<file path="src/rtl/z80_bus_master.sv">
// z80_bus_master: drives one Z80 machine cycle per accepted request.
// The cycle types are memory read/write, IO read/write and M1 opcode fetch.
// The bus runs at one T-state per clk cycle.
// Optional feature macro: Z80_BUS_MASTER_REFRESH_EN enables the DRAM refresh
// phase (refresh_n, 7-bit R counter) during M1 T3/T4.
//
// Request handshake: a request is taken on a rising clk edge where
// req_valid && req_ready. req_ready is high only while the FSM is IDLE.
// req_op/req_addr/req_wdata are captured on that edge. Nothing is taken
// while a cycle is active. rsp_valid is a one-clock pulse with no
// back-pressure; it is raised on the first IDLE clock after a completed cycle.
module z80_bus_master (
    input  logic        clk,
    input  logic        reset,
    input  logic        req_valid,
    output logic        req_ready,
    input  logic [2:0]  req_op,
    input  logic [15:0] req_addr,
    input  logic [7:0]  req_wdata,
    output logic        rsp_valid,
    output logic [7:0]  rsp_data,
    output logic [15:0] addr,
    output logic [7:0]  data_out,
    output logic        data_oe,
    input  logic [7:0]  data_in,
    output logic        mreq_n,
    output logic        iorq_n,
    output logic        rd_n,
    output logic        wr_n,
    output logic        m1_n,
    output logic        refresh_n,
    input  logic        wait_n,
    output logic [2:0]  dbg_state_o
);

    typedef enum logic [2:0] {
        S_IDLE = 3'd0,
        S_T1   = 3'd1,
        S_T2   = 3'd2,
        S_TW   = 3'd3,
        S_T3   = 3'd4,
        S_T4   = 3'd5
    } state_t;

    localparam logic [2:0] OP_MEM_RD = 3'b000;
    localparam logic [2:0] OP_MEM_WR = 3'b001;
    localparam logic [2:0] OP_IO_RD  = 3'b010;
    localparam logic [2:0] OP_IO_WR  = 3'b011;
    localparam logic [2:0] OP_M1     = 3'b100;

    state_t      state_q, state_d;
    logic [2:0]  op_q;
    logic [15:0] addr_q;
    logic [7:0]  wdata_q;
    logic [7:0]  rdata_q;
    logic        rsp_valid_q;

    logic accept;
    logic is_mem, is_io, is_m1, is_rsvd, is_wr;
    logic capture_m1, capture_rd;

`ifdef Z80_BUS_MASTER_REFRESH_EN
    logic [6:0] r_q;
`endif

    assign accept  = (state_q == S_IDLE) && req_valid;
    assign is_mem  = (op_q == OP_MEM_RD) || (op_q == OP_MEM_WR);
    assign is_io   = (op_q == OP_IO_RD) || (op_q == OP_IO_WR);
    assign is_m1   = (op_q == OP_M1);
    assign is_rsvd = (op_q > OP_M1);
    // Bit 0 distinguishes write from read for both memory and IO ops.
    assign is_wr   = op_q[0];

    // M1 samples the opcode as the bus leaves the last T2/TW; plain reads
    // sample at the end of T3.
    assign capture_m1 = is_m1 && ((state_q == S_T2) || (state_q == S_TW)) && (state_d == S_T3);
    assign capture_rd = (is_mem || is_io) && !is_wr && (state_q == S_T3);

    assign req_ready   = (state_q == S_IDLE);
    assign rsp_valid   = rsp_valid_q;
    assign rsp_data    = rdata_q;
    assign dbg_state_o = state_q;

    // State register, request latch, read-data capture and completion pulse.
    always_ff @(posedge clk) begin
        if (reset) begin
            state_q     <= S_IDLE;
            op_q        <= 3'b000;
            addr_q      <= 16'h0000;
            wdata_q     <= 8'h00;
            rdata_q     <= 8'h00;
            rsp_valid_q <= 1'b0;
        end else begin
            state_q <= state_d;
            if (accept) begin
                op_q    <= req_op;
                addr_q  <= req_addr;
                wdata_q <= req_wdata;
            end
            rsp_valid_q <= ((state_q == S_T3) && !is_m1) || (state_q == S_T4);
            if (capture_m1 || capture_rd) begin
                rdata_q <= data_in;
            end else if ((state_q == S_T3) && is_rsvd) begin
                rdata_q <= 8'hFF;
            end
        end
    end

`ifdef Z80_BUS_MASTER_REFRESH_EN
    // Refresh row counter; advances once per completed M1 as it leaves T4.
    always_ff @(posedge clk) begin
        if (reset) begin
            r_q <= 7'h00;
        end else if (state_q == S_T4) begin
            r_q <= r_q + 7'h01;
        end
    end
`endif

    // Next-state logic and bus pin decode from the current T-state and op.
    always_comb begin
        state_d   = state_q;
        addr      = 16'h0000;
        data_out  = 8'h00;
        data_oe   = 1'b0;
        mreq_n    = 1'b1;
        iorq_n    = 1'b1;
        rd_n      = 1'b1;
        wr_n      = 1'b1;
        m1_n      = 1'b1;
        refresh_n = 1'b1;

        case (state_q)
            S_IDLE: if (req_valid) state_d = S_T1;
            S_T1:   state_d = S_T2;
            // Reserved ops never wait; IO always gets one TW before wait_n matters.
            S_T2: begin
                if (is_rsvd)      state_d = S_T3;
                else if (is_io)   state_d = S_TW;
                else if (!wait_n) state_d = S_TW;
                else              state_d = S_T3;
            end
            S_TW:   state_d = wait_n ? S_T3 : S_TW;
            S_T3:   state_d = is_m1 ? S_T4 : S_IDLE;
            S_T4:   state_d = S_IDLE;
            default: state_d = S_IDLE;
        endcase

        if (state_q != S_IDLE) begin
            if (is_mem && (state_q != S_T4)) begin
                addr   = addr_q;
                mreq_n = 1'b0;
                if (is_wr) begin
                    data_oe  = 1'b1;
                    data_out = wdata_q;
                    wr_n     = (state_q == S_T1);
                end else begin
                    rd_n = 1'b0;
                end
            end else if (is_io && (state_q != S_T4)) begin
                addr = addr_q;
                if (state_q != S_T1) begin
                    iorq_n = 1'b0;
                    if (is_wr) begin
                        wr_n     = 1'b0;
                        data_oe  = 1'b1;
                        data_out = wdata_q;
                    end else begin
                        rd_n = 1'b0;
                    end
                end
            end else if (is_m1) begin
                if ((state_q == S_T1) || (state_q == S_T2) || (state_q == S_TW)) begin
                    addr   = addr_q;
                    m1_n   = 1'b0;
                    mreq_n = 1'b0;
                    rd_n   = 1'b0;
                end else begin
`ifdef Z80_BUS_MASTER_REFRESH_EN
                    addr      = {9'b0, r_q};
                    refresh_n = 1'b0;
                    mreq_n    = (state_q != S_T3);
`else
                    addr = 16'h0000;
`endif
                end
            end else if (is_rsvd && (state_q != S_T4)) begin
                addr = addr_q;
            end
        end
    end

endmodule

</file>
<file path="config.mk">
export PLATFORM = sky130hd
export DESIGN_NAME = z80_bus_master
export DESIGN_NICKNAME = d
export VERILOG_FILES = /design/src/rtl/z80_bus_master.sv
export SDC_FILE = /design/constraint.sdc
export NUM_CORES = 1
export LEC_CHECK = 0
export BUFFER_PORTS_ARGS = -buffer_cell sky130_fd_sc_hd__buf_2
export CAP_MARGIN = 20
export CORE_MARGIN = 3
export CORE_UTILIZATION = 46
export DETAILED_ROUTE_END_ITERATION = 8
export HOLD_SLACK_MARGIN = 0.08
export MAX_ROUTING_LAYER = met4
export PLACE_DENSITY_LB_ADDON = 0.25
export SLEW_MARGIN = 10
export SYNTH_ARGS = -nofsm -noshare
export SYNTH_HDL_FRONTEND = slang
export SYNTH_SLANG_ARGS = --single-unit
export TNS_END_PERCENT = 30
</file>
<file path="constraint.sdc">
create_clock -name clk -period 2 [get_ports clk]
set_input_delay 0.4 -clock clk [delete_from_list [all_inputs] [get_ports clk]]
set_output_delay 0.4 -clock clk [all_outputs]
set_load 0.05 [all_outputs]
</file>
==> results.toml, run 1 <==
[synth]
synth_area_leaders = "dfxtp_1 (44%), nand2_1 (12%), and2_1 (8.7%), a21oi_1 (7.8%), nor3_1 (4.8%)"
netlist.area_leader.share_pct = 43.6
synth_ff_type = "dfxtp_1"
synth_cell_type_count = 39
synthArstFlopShare_pct = 0
yosys_warnings = 0
synth_edf_count = 0
synth_seq_cells = 39
synth_area_mm2 = 0.00179
syn-instance-count = 223
yosysSeqAreaShare_pct = 43.6
synth_common_cells = "nand2_1 (57), dfxtp_1 (39), a21oi_1 (28), and2_1 (25), nor3_1 (17)"
synth_top_cell_by_area = "dfxtp_1"
synthesis.nets = 262
yosysMostFrequentCell = "nand2_1"
avgSynthCellArea_um2 = 8.02

[power]
internal_power_uw = 1500
clkPwrFrac_pct = 32.5
power.total_uw = 2200
max-vdd-ir-drop_mv = 0.688
seq_power_share_pct = 39.7
power.density_mw_per_mm2 = 839
p_leak_uw = 0.00116
p_sw_share_pct = 31.7
switchingPower_uw = 698
comb_power_share_pct = 27.9

[global_routing]
grt_overflow = 0
grt_pass1_vias = 1590
antenna_found_initial = 0
grt_pass1_wl_um = 7210
track_usage_pct = 21.1
grt_max_degree = 29

[routing]
avgRoutedWirePerCell_um = 12.8
first_pass_iters = 4
drtIter0Drc = 95
drc = 0
ant_nets = 0
vias = 1771
via_per_inst = 4.97
wl_um = 4540

[place]
gp_congestion = 0.867
hpwl_um = 3030
port-buffer-count = 81

[finish]
drive_gt1_share_pct = 43.2
syn_to_final_growth_pct = 46.6
nNetsFinal = 346
finalCoreUtilization_pct = 70.6
insertedDiodeCount = 0

[cts]
htreeDepth = 2
hold_buffers = 0
cts.clk_slew.worst_paths_ps = 70
cts_made_buffers = 5
clk_latency_ps = 290
cts.path.max_buffers = 2
cts-root-buf = "clkbuf_8"
clock_sinks = 39
cts_tree = "yes"

[sta]
period_share_pct = 104
setup-tns-final_ps = -1130
post-route-min-period_ps = 2070
setup_viol = 24
grt_setup_unrepaired = "yes"
hold_viol_final = 0
tightest_slew_ps = 519
slew_viol_final = 0
clock.fmax_mhz = 482
fin_ws_ps = -73.2
hold_ws_ps = 337
slew_headroom_pct = 65.2
clock-skew-final_ps = 5.89

[floorplan]
die_h_um = 68.4
die_x_um = 68.4
core-area_mm2 = 0.00372
num_rows = 22
ios = 83
dieArea_mm2 = 0.00467
start_util_pct = 48.1

[worst_hold_path]
hp-class = "input pin to register"

[worst_setup_path]
cp-end-kind = "output port"
cp_data_arrival_time_ps = 1670
crit_fanout = 16
cp-start-kind = "register"
regToRegSetupSlack_ps = 390
critPathRequiredTime_ps = 1600
crit_type = "register to output port"

[job]
drv_cap = 0

[run_status]
violations = "negative setup slack"
status = "finished with violations"
[placed cells by master (no fill, tap or decap), drive strengths merged]
cell type  netlist  layout
buf              8      92
nand2           58      58
dfxtp           39      39
a21oi           29      29
and2            25      25
nor3            18      18
nor2            11      11
clkbuf           7       7
inv              3       3
nor3b            3       3
nor2b            2       2
o21ai            2       2
a32o             2       2
a2111oi          2       2
or3b             1       1
and2b            1       1
a211oi           1       1
or3              1       1
o21bai           1       1
o311ai           1       1
or2              1       1
and4b            1       1
a32oi            1       1
or2b             1       1
nand2b           1       1
nand3b           1       1
a31oi            1       1
conb             1       1
bufinv           0       1
[registers in the layout (all words and copies together), names as in the netlist]
signal / flops
addr_q: 16
rsp_data: 8
wdata_q: 8
op_q: 3
rsp_valid: 1
dbg_state_o: 3
[per-layer routing]
layer	track usage, %	part of all wire [%]	vias to the layer above	wire [µm]
met4	7.69	1.8	0	81
met1	25.2	41	788	1860
met2	34.3	51	66	2300
met3	5.25	6.6	9	301
met5	-	0	-	0
li1	-	-	908	-
[path summary, 6_finish.rpt]
kind                  start         to  cells after the start
max                 op_q[0]   addr[10]                      6
min               req_op[2]    op_q[2]                      3
max reg2reg  dbg_state_o[0]    op_q[1]                      6
min reg2reg       addr_q[3]  addr_q[3]                      2
[kinds of logic (layout without fill, tap and decap cells)]
kind of cell,Yosys count,count (layout),synth area share (%)
DFF,39,39,43.6
and+or+nand+nor,125,125,35.5
AOI/OAI and AO/OA,40,40,14.3
other,1,1,0.210
buffers and inverters,18,103,6.36
[stage by stage]
stage / instances / setup WS [ps] / area (µm²)
floorplan: 223 / -273 / 1830
detailed placement: 343 / -37.4 / 2250
global placement: 343 / 19.7 / 2250
global route: 356 / -124 / 2620
CTS: 356 / -50.4 / 2620
finish: 356 / -73.2 / 2620
[power groups by stage]
stage	clock network [µW]	registers (µW)	logic (µW)
global route	764	881	662
detailed placement	0	894	532
floorplan	0	926	376
CTS	727	873	610
global placement	0	892	525
finish	715	873	614
[timing repair]
item / 4_1_cts / 5_1_grt
pin swaps: 3 / 2
endpoints found under the setup margin: 27 / 27
gates resized for setup: 61 / 5
setup buffers: 6 / 1
[layout make-up]
class                      count  area [µm²]
multi-input combinational    166         958
clock buffer                   7        97.6
sequential                    39         795
tap                           48        60.1
fill                         319        1090
inverter                       3        11.3
clock inverter                 1        30.0
timing repair buffer          92         672
[worst max-delay path: stages, from the launching register on]
cell and delay (ps):
dfxtp_1 330, or3b_4 420, o21ai_4 90, a21oi_4 80
buf_12 150, and2_1 160, buf_6 150
No activity file was read; power rests on OpenSTA's default activity.
==> run 2, diff against run 1 <==
--- a/config.mk
+++ b/config.mk
@@ -7,12 +7,14 @@
 export LEC_CHECK = 0
 export BUFFER_PORTS_ARGS = -buffer_cell sky130_fd_sc_hd__buf_2
 export CAP_MARGIN = 20
+export CORE_ASPECT_RATIO = 2
 export CORE_MARGIN = 3
 export CORE_UTILIZATION = 46
 export DETAILED_ROUTE_END_ITERATION = 8
 export HOLD_SLACK_MARGIN = 0.08
 export MAX_ROUTING_LAYER = met4
 export PLACE_DENSITY_LB_ADDON = 0.25
+export SKIP_LAST_GASP = 1
 export SLEW_MARGIN = 10
 export SYNTH_ARGS = -nofsm -noshare
 export SYNTH_HDL_FRONTEND = slang
==> run 2 against run 1 <==
Effect of this change: the run still ends with negative setup slack left; clock skew is 2.7 ps lower; worst hold slack better by 9.1 ps; clock power is 20% lower; power is 7.3% lower; routed wire length hardly changed; sequential share of layout area is 0.54 points higher; die area is 0.98% higher; largest cell class unchanged.
==> results.toml, run 2 (same netlist as run 1, synthesis figures left out) <==
[run_status]
status = "finished with violations"
violations = "negative setup slack"

[cts]
cts_made_buffers = 5
cts_tree = "yes"
cts.clk_slew.worst_paths_ps = 70
clk_latency_ps = 280
clock_sinks = 39
cts.path.max_buffers = 2
cts-root-buf = "clkbuf_8"
htreeDepth = 2

[place]
hpwl_um = 3040
dpl_cell_area_mm2 = 0.00223
port-buffer-count = 81
gp_congestion = 0.739

[global_routing]
antenna_found_initial = 0
grt_pass1_vias = 1580
grt_max_degree = 40
track_usage_pct = 19.8
grt_pass1_wl_um = 7090
grt_overflow = 0

[sta]
tightest_slew_ps = 702
slew_headroom_pct = 53.2
setup_viol = 24
hold_viol_final = 0
grt_setup_unrepaired = "yes"
post-route-min-period_ps = 2050
slew_viol_final = 0
clock-skew-final_ps = 3.20
clock.fmax_mhz = 488
fin_ws_ps = -48.5
period_share_pct = 102

[floorplan]
num_rows = 31
core-area_mm2 = 0.00368
ios = 83
die_x_um = 50.1
die_h_um = 94.2
start_util_pct = 48.6
dieArea_mm2 = 0.00472

[power]
p_leak_uw = 0.00114
max-vdd-ir-drop_mv = 0.654
power.total_uw = 2040
power.density_mw_per_mm2 = 794

[routing]
via_per_inst = 4.98
first_pass_iters = 4
wl_met1_um = 1680
ant_nets = 0
avgRoutedWirePerCell_um = 12.8
dr_wl_met3_um = 223
drc = 0
drtIter0Drc = 29
wl_um = 4540
top_layer = "met4"
met2_wirelength_um = 2550
vias = 1773

[finish]
drive_gt1_share_pct = 41.4
insertedDiodeCount = 0
fin_area_mm2 = 0.00257
regMostFlops = "addr_q"
num-fill-cells = 312
regArea_um2 = 792
largest_reg_flops = 16
syn_to_final_growth_pct = 43.6
final_cell_mix = "nand2_1 (57), buf_2 (57), dfxtp_1 (34), a21oi_1 (28), buf_6 (25)"
multi_input_area_um2 = 946
nNetsFinal = 345

[worst_hold_path]
hp-class = "input pin to register"
hold_depth = 3

[worst_setup_path]
critPathRequiredTime_ps = 1600
cp_data_arrival_time_ps = 1650
crit_fanout = 16
cp-end-kind = "output port"
cp-start-kind = "register"
reg2regPathDepth = 5
crit_type = "register to output port"

[job]
drv_cap = 0
## run 2: layout make-up
class / instances / area share [%]
clock buffer: 8 / 3.89
multi-input combinational: 166 / 36.8
tap: 49 / 2.39
sequential: 39 / 30.8
inverter: 3 / 0.438
timing repair buffer: 91 / 25.7
## run 2: through the flow
stage               hold WS [ps]  setup WS, ps  TNS [ps]  util [%]  std cells
floorplan                    432          -273     -2430         -        223
global placement             437           109         0      60.6        344
detailed placement           443          91.3         0      60.6        344
CTS                          342         -77.0     -1380      65.6        355
global route                 345          -102     -2140      69.7        356
finish                       346         -48.5      -668      69.7        356
## run 2: where the power goes
part	switching (µW)	total, µW	internal (µW)
sequential	38.7	874	835
combinational	382	592	209
clock	261	575	315
total	682	2040	1360
## run 2: critical path: stages (launching register included)
cell and delay [ps]:
dfxtp_1 310, or3b_4 420, o21ai_4 80, a21oi_4 80
buf_12 150, and2_1 170, buf_6 150
## run 2: repair_timing
action / 4_1_cts / 5_1_grt
hold buffers: 0 / 0
endpoints found under the hold margin: 0 / 0
resized for setup: 18 / 54
setup endpoints to repair: 26 / 27
buffers inserted: 4 / 2
pin swaps: 3 / 3
## run 2: worst paths after layout
path                  start          to  slack, ps
max                 op_q[0]    addr[11]        -50
min            req_addr[12]  addr_q[12]        350
max reg2reg  dbg_state_o[0]  wdata_q[5]        420
min reg2reg      addr_q[11]  addr_q[11]        450
## run 2: per-layer routing
layer	vias to the layer above	global-route usage, %
li1	906	-
met1	808	20.4
met2	51	35.3
met3	8	3.97
met4	0	9.01
met5	-	-
